[config.mk]
export PLATFORM = sky130hd
export DESIGN_NAME = palette_out_flat
export DESIGN_NICKNAME = d
export VERILOG_FILES = /design/src/rtl/palette_out_if.sv /design/src/rtl/palette_out.sv /design/src/flat_wrapper.sv
export SDC_FILE = /design/constraint.sdc
export NUM_CORES = 1
export LEC_CHECK = 0
export BUFFER_PORTS_ARGS = -buffer_cell sky130_fd_sc_hd__buf_4
export CAP_MARGIN = 20
export CORE_UTILIZATION = 41
export DETAILED_ROUTE_END_ITERATION = 10
export PLACE_DENSITY_LB_ADDON = 0.15
export SYNTH_ARGS = -nofsm -noshare
export SYNTH_HDL_FRONTEND = slang
export SYNTH_SLANG_ARGS = --single-unit
[constraint.sdc]
create_clock -name clk -period 2.3 [get_ports clk]
set_input_delay 0.345 -clock clk [delete_from_list [all_inputs] [get_ports clk]]
set_output_delay 0.345 -clock clk [all_outputs]
set_load 0.02 [all_outputs]
[src/rtl/palette_out_if.sv]
// CPU palette access bus ($3F00-$3F1F) between the PPU register block (master)
// and the palette output stage (slave).
`timescale 1ns/1ps
interface palette_out_if;
    logic       cpu_wr;
    logic       cpu_rd;
    logic [4:0] cpu_addr;
    logic [7:0] cpu_din;
    logic [7:0] cpu_dout;
    logic       cpu_dout_valid;

    modport master (
        output cpu_wr, cpu_rd, cpu_addr, cpu_din,
        input  cpu_dout, cpu_dout_valid
    );

    modport slave (
        input  cpu_wr, cpu_rd, cpu_addr, cpu_din,
        output cpu_dout, cpu_dout_valid
    );
endinterface

[src/rtl/palette_out.sv]
// PPU pixel back-end: palette RAM lookup, greyscale/emphasis, and a two-clock
// registered pixel pipeline, plus CPU-side palette read/write access.
`timescale 1ns/1ps
module palette_out #(
    parameter int PIPE_LAT          = 2,
    parameter bit BACKDROP_OVERRIDE = 1'b1
) (
    input  logic         clk,
    input  logic         rst_n,
    input  logic [4:0]   palette_idx,
    input  logic         frame_on,
    input  logic         render_en,
    input  logic [7:0]   ppumask,
    input  logic [8:0]   cycle,
    input  logic [8:0]   y,
    input  logic [13:0]  vaddr,
    palette_out_if.slave cpu,
    output logic [5:0]   pix_color,
    output logic [2:0]   pix_emph,
    output logic         pix_valid,
    output logic [7:0]   pix_x,
    output logic [7:0]   pix_y,
    output logic         line_start,
    output logic         frame_start
);

    function automatic logic [4:0] mirror(input logic [4:0] a);
        return (a[1:0] == 2'b00) ? {1'b0, a[3:0]} : a;
    endfunction

    logic [5:0] palette_mem [32];

    logic [4:0] pix_idx;
    logic [4:0] cpu_addr_m;
    logic       unused_bits;

    logic [5:0] s1_color_d, s1_color_q;
    logic       s1_valid_d, s1_valid_q;
    logic [7:0] s1_x_d, s1_x_q;
    logic [7:0] s1_y_d, s1_y_q;

    logic [5:0] pix_color_d, pix_color_q;
    logic [2:0] pix_emph_d, pix_emph_q;
    logic       pix_valid_d, pix_valid_q;
    logic [7:0] pix_x_d, pix_x_q;
    logic [7:0] pix_y_d, pix_y_q;
    logic       line_start_d, line_start_q;
    logic       frame_start_d, frame_start_q;

    logic [5:0] cpu_dout_d, cpu_dout_q;
    logic       cpu_dout_valid_d, cpu_dout_valid_q;

    assign cpu_addr_m  = mirror(cpu.cpu_addr);
    assign unused_bits = &{1'b0, vaddr[7:5], cycle[8], y[8], ppumask[4:1],
                           cpu.cpu_din[7:6], PIPE_LAT == 2};

    // Any index with [1:0]==0 shows the universal backdrop at entry 0x00.
    always_comb begin
        pix_idx = 5'h00;
        if (render_en) begin
            if (palette_idx[1:0] != 2'b00) begin
                pix_idx = palette_idx;
            end
        end else if (BACKDROP_OVERRIDE && (vaddr[13:8] == 6'h3F)) begin
            pix_idx = mirror(vaddr[4:0]);
        end
    end

    always_comb begin
        s1_color_d       = palette_mem[pix_idx];
        s1_valid_d       = frame_on;
        s1_x_d           = cycle[7:0] - 8'd1;
        s1_y_d           = y[7:0];

        pix_color_d      = s1_color_q & (ppumask[0] ? 6'h30 : 6'h3F);
        pix_emph_d       = ppumask[7:5];
        pix_valid_d      = s1_valid_q;
        pix_x_d          = s1_x_q;
        pix_y_d          = s1_y_q;
        line_start_d     = s1_valid_q && (s1_x_q == 8'd0);
        frame_start_d    = line_start_d && (s1_y_q == 8'd0);

        cpu_dout_d       = cpu_dout_q;
        cpu_dout_valid_d = 1'b0;
        // A write in the same cycle wins; the read is dropped without a pulse.
        if (cpu.cpu_rd && !cpu.cpu_wr) begin
            cpu_dout_d       = palette_mem[cpu_addr_m];
            cpu_dout_valid_d = 1'b1;
        end
    end

    always_ff @(posedge clk or negedge rst_n) begin
        if (!rst_n) begin
            s1_color_q       <= '0;
            s1_valid_q       <= 1'b0;
            s1_x_q           <= '0;
            s1_y_q           <= '0;
            pix_color_q      <= '0;
            pix_emph_q       <= '0;
            pix_valid_q      <= 1'b0;
            pix_x_q          <= '0;
            pix_y_q          <= '0;
            line_start_q     <= 1'b0;
            frame_start_q    <= 1'b0;
            cpu_dout_q       <= '0;
            cpu_dout_valid_q <= 1'b0;
        end else begin
            s1_color_q       <= s1_color_d;
            s1_valid_q       <= s1_valid_d;
            s1_x_q           <= s1_x_d;
            s1_y_q           <= s1_y_d;
            pix_color_q      <= pix_color_d;
            pix_emph_q       <= pix_emph_d;
            pix_valid_q      <= pix_valid_d;
            pix_x_q          <= pix_x_d;
            pix_y_q          <= pix_y_d;
            line_start_q     <= line_start_d;
            frame_start_q    <= frame_start_d;
            cpu_dout_q       <= cpu_dout_d;
            cpu_dout_valid_q <= cpu_dout_valid_d;
        end
    end

    // Palette contents survive reset; pixel reads in the write cycle see the old entry.
    always_ff @(posedge clk) begin
        if (cpu.cpu_wr) begin
            palette_mem[cpu_addr_m] <= cpu.cpu_din[5:0];
        end
    end

    assign pix_color          = pix_color_q;
    assign pix_emph           = pix_emph_q;
    assign pix_valid          = pix_valid_q;
    assign pix_x              = pix_x_q;
    assign pix_y              = pix_y_q;
    assign line_start         = line_start_q;
    assign frame_start        = frame_start_q;
    assign cpu.cpu_dout       = {2'b00, cpu_dout_q};
    assign cpu.cpu_dout_valid = cpu_dout_valid_q;

endmodule

[src/flat_wrapper.sv]
// flat-port wrapper written by rule: the top's interface ports become plain ports
module palette_out_flat 
#(
    parameter int PIPE_LAT          = 2,
    parameter bit BACKDROP_OVERRIDE = 1'b1
)
  (clk, rst_n, palette_idx, frame_on, render_en, ppumask, cycle, y, vaddr, pix_color, pix_emph, pix_valid, pix_x, pix_y, line_start, frame_start, cpu_cpu_wr, cpu_cpu_rd, cpu_cpu_addr, cpu_cpu_din, cpu_cpu_dout, cpu_cpu_dout_valid);
  palette_out_if cpu_i ();
  input  logic clk;
  input  logic rst_n;
  input  logic [4:0] palette_idx;
  input  logic frame_on;
  input  logic render_en;
  input  logic [7:0] ppumask;
  input  logic [8:0] cycle;
  input  logic [8:0] y;
  input  logic [13:0] vaddr;
  output logic [5:0] pix_color;
  output logic [2:0] pix_emph;
  output logic pix_valid;
  output logic [7:0] pix_x;
  output logic [7:0] pix_y;
  output logic line_start;
  output logic frame_start;
  input wire logic [$bits(cpu_i.cpu_wr)-1:0] cpu_cpu_wr;
  input wire logic [$bits(cpu_i.cpu_rd)-1:0] cpu_cpu_rd;
  input wire logic [$bits(cpu_i.cpu_addr)-1:0] cpu_cpu_addr;
  input wire logic [$bits(cpu_i.cpu_din)-1:0] cpu_cpu_din;
  output wire logic [$bits(cpu_i.cpu_dout)-1:0] cpu_cpu_dout;
  output wire logic [$bits(cpu_i.cpu_dout_valid)-1:0] cpu_cpu_dout_valid;
  assign cpu_i.cpu_wr = cpu_cpu_wr;
  assign cpu_i.cpu_rd = cpu_cpu_rd;
  assign cpu_i.cpu_addr = cpu_cpu_addr;
  assign cpu_i.cpu_din = cpu_cpu_din;
  assign cpu_cpu_dout = cpu_i.cpu_dout;
  assign cpu_cpu_dout_valid = cpu_i.cpu_dout_valid;
  palette_out #(.PIPE_LAT(PIPE_LAT), .BACKDROP_OVERRIDE(BACKDROP_OVERRIDE)) u_core (.clk(clk), .rst_n(rst_n), .palette_idx(palette_idx), .frame_on(frame_on), .render_en(render_en), .ppumask(ppumask), .cycle(cycle), .y(y), .vaddr(vaddr), .cpu(cpu_i), .pix_color(pix_color), .pix_emph(pix_emph), .pix_valid(pix_valid), .pix_x(pix_x), .pix_y(pix_y), .line_start(line_start), .frame_start(frame_start));
endmodule
==> impl_results.md <==
- Status: finished, violations left
- Failing checks: DRC
- Sequential Area: 0.007217 mm²
- Pre-Repair DR Iteration Count: 8
- Initial DRC count: 731
- Number of H-tree levels: 1
- # DRC: 18
- Worst Hold Depth: 2
- Syn avg cell area: 13.68 µm²
- Routed wl met3: 2387 µm
- Largest net degree at the start of global routing: 59
- CTS tree: done
- Yosys top cell area share: 0.5227
- Hold EP: u_core.pix_x_d[2]
- Slew headroom: 0.5075
- DR WL/cell: 22.85 µm
- RePlAce Congestion: 0.8964
- Vias in the first global route: 7545
- Largest area contributor in the netlist: edfxtp_1
- Top_reg_cell synth: edfxtp_1
- R2R Path End: u_core.cpu_dout_q[5]
- Gr usage total: 0.2289
- Req. time, crit path: 2.69 ns
- CP Max Fanout: 10
- Clk root buf: clkbuf_16
- Worst setup margin: 0.2784 ns
- Area growth syn-to-layout: 26.16%
- CTS max path bufs: 3
- Mapped Cells: 806
- Fillers: 2226
- Reg2reg start: u_core.palette_mem[10][5]
- DR vias: 7665
- CTS Buf Count: 27
- Register area share after synthesis: 0.6543
- Overflow after GRT: 0
- Initial Util: 0.4209
- Slowest CP cell: a2111oi_1
- Slew Limit Fails: 0
- Power per cell area: 739.9 mW/mm²
- Final Hold Viols: 0
- Fin cells: 1372
- Leakage: 5.320 nW
- Crit path largest cell delay: 0.64 ns
- Final WL: 31350 µm
- Clk_skew: 0.01060 ns
- Clk Latency, worst-skew pair: 0.54 ns
- Final period util: 0.8789
- Most frequent cell after synthesis: edfxtp_1
- Post-CTS setup buffers: 0
- Number of flops mapped to enable cells by yosys: 192
- Nets@finish: 1082
- IO Port Bufs: 87
- Min-delay src: cycle[2]
- Setup tns final: 0 ns
- Worst reg-to-reg setup slack: 0.36 ns
- Synth cell types: 50
- Routed Antenna Nets: 0
- TritonCTS Sinks: 250
- # diodes: 0
- Worst-path cell chain: buf_4 > nand4b_4 > buf_12 > o21ai_4 > buf_12 > mux2i_1 > mux2i_1 > a2111oi_1 > buf_4 > a32oi_1
- Worst setup EP type: flip-flop
- Top post-synthesis cells by area: edfxtp_1, dfrtp_1, mux2i_1
- Placed cell area: 0.01289 mm²
- Multi-input logic area: 0.003682 mm²
- Fmax: 494.7 MHz
- Most frequent cells after synthesis: edfxtp_1, nand2_1, dfrtp_1
- IO Pins: 101
- RSZ-0062 raised after global routing: false
- Full die area: 0.02756 mm²
- Finished Cell Area: 0.01391 mm²
- Hold Crit Class: in2reg
- CP startpoint kind: input port
- Num rows: 59
- Share of layout cells above drive strength 1: 0.2806
- Die X: 166.0 µm
- Tmin final: 2.022 ns
- WL met1: 13880 µm
- Async SR Flop Fraction: 0.2320
- Flops & latches, synth: 250
- Initial antenna violation count: 1
- Setup CP Type: in2reg
- WL met2: 14130 µm
- Clock transition at the registers of the reported paths: 0.06 ns
- DP Worst Slack: -0.4408 ns
- Die height: 166.0 µm
- First-pass GRT wire length: 47660 µm
- Worst-margin pin slew: 0.7387 ns
- Setup violations, final: 0
- Worst VDD drop: 0.5443 mV
- Mapped cell area: 0.01103 mm²
- HPWL after detailed placement: 21490 µm
- Via/cell ratio: 5.587
- Placed cell count: 1303
- Highest routed layer: met4
- Core Box Area: 0.02621 mm²
- MaxCap Viol Count: 0
- CP arrival: 2.41 ns
- R2R cell count: 5
- Syn. warnings: 0
-- worst max path at each step --
stage	startpoint	to	slack (ns)	cells past startpoint
2_1_floorplan	cpu_cpu_addr[0]	u_core.palette_mem[25][0]	0.1	6
3_3_place_gp	render_en	u_core.s1_color_q[3]	-0.44	10
3_5_place_dp	render_en	u_core.s1_color_q[3]	-0.44	10
4_1_cts	render_en	u_core.s1_color_q[3]	0.1	10
5_1_grt	render_en	u_core.s1_color_q[3]	0.13	10
6_report	render_en	u_core.s1_color_q[1]	0.28	10
-- cell families after synthesis --
group / share of synthesized area
and+or+nand+nor: 0.1044
muxes: 0.1349
buffers and inverters: 0.02326
xor gates and xnor gates: 0.004765
other: 0.0003400
DFF: 0.6543
AOI/OAI and AO/OA: 0.07691
adders and majority gates: 0.001134
-- worst max-delay path, delay by kind of cell --
kind | cells | cell delay (ns)
buffers and inverters | 4 | 0.66
muxes | 2 | 0.29
AOI/OAI and AO/OA | 3 | 0.89
and+or+nand+nor | 1 | 0.21
-- stage by stage --
step / utilization / power, mW / hold WS, ns
floorplan: - / 5.727 / 0.04941
global placement: 0.4919 / 6.314 / 0.3438
detailed placement: 0.4919 / 6.326 / 0.3530
global route: 0.5310 / 10.64 / 0.01993
CTS: 0.5309 / 10.37 / 0.01169
finish: 0.5310 / 10.30 / 0.01975
-- state kept, by name, summed over array words and instances, names as in the netlist --
| name | count |
|---|---|
| u_core.pix_valid_d | 1 |
| u_core.pix_y_d | 8 |
| u_core.pix_y | 8 |
| u_core.pix_x_d | 8 |
| u_core.cpu_dout_q | 6 |
| u_core.pix_emph | 3 |
| u_core.pix_x | 8 |
| u_core.pix_color | 6 |
| u_core.palette_mem | 192 |
| u_core.frame_start | 1 |
| u_core.line_start | 1 |
| u_core.pix_valid | 1 |
| u_core.cpu.cpu_dout_valid | 1 |
| u_core.s1_color_q | 6 |
-- timing repair --
| item | CTS | global route |
|---|---|---|
| gates resized for setup | 0 | 2 |
| hold buffers | 20 | 0 |
| endpoints found under the setup margin | 0 | 2 |
| hold endpoints to repair | 80 | 0 |
-- layout by cell type, fill, tap and decap left out, types with 6 or more instances in the layout --
master / count
nor2_1: 40
clkbuf_1: 9
nor2b_1: 8
a221oi_1: 24
a21oi_1: 34
nor4_1: 12
nand3_1: 35
edfxtp_1: 192
clkbuf_16: 27
and3_1: 9
inv_1: 6
mux2_2: 33
o2111ai_1: 6
buf_12: 11
dlygate4sd3_1: 20
nand2_1: 127
nand4_1: 7
buf_4: 177
mux4_2: 24
a32oi_1: 10
dfrtp_1: 58
nor3_1: 7
mux2i_1: 56
o21ai_0: 11
conb_1: 26
-- final cells by class --
class | count | share of cell area
Timing Repair Buffer | 208 | 0.1257
Clock inverter | 8 | 0.003057
Inverter | 7 | 0.001888
Clock buffer | 41 | 0.05593
Tap cell | 335 | 0.03012
Multi-Input combinational cell | 523 | 0.2646
Sequential cell | 250 | 0.5187
-- per-layer routing --
layer / track usage / up-vias
li1: - / 3499
met1: 0.3354 / 3796
met2: 0.3528 / 314
met3: 0.03146 / 56
met4: 0.07314 / 0
met5: 0 / -
-- where the power goes --
group	switching [mW]	internal [mW]
Combinational	0.662	0.500
Sequential	0.0636	5.04
Clock	1.71	2.32
Total	2.44	7.86
Note: power is estimated with default switching activity, not from simulation.
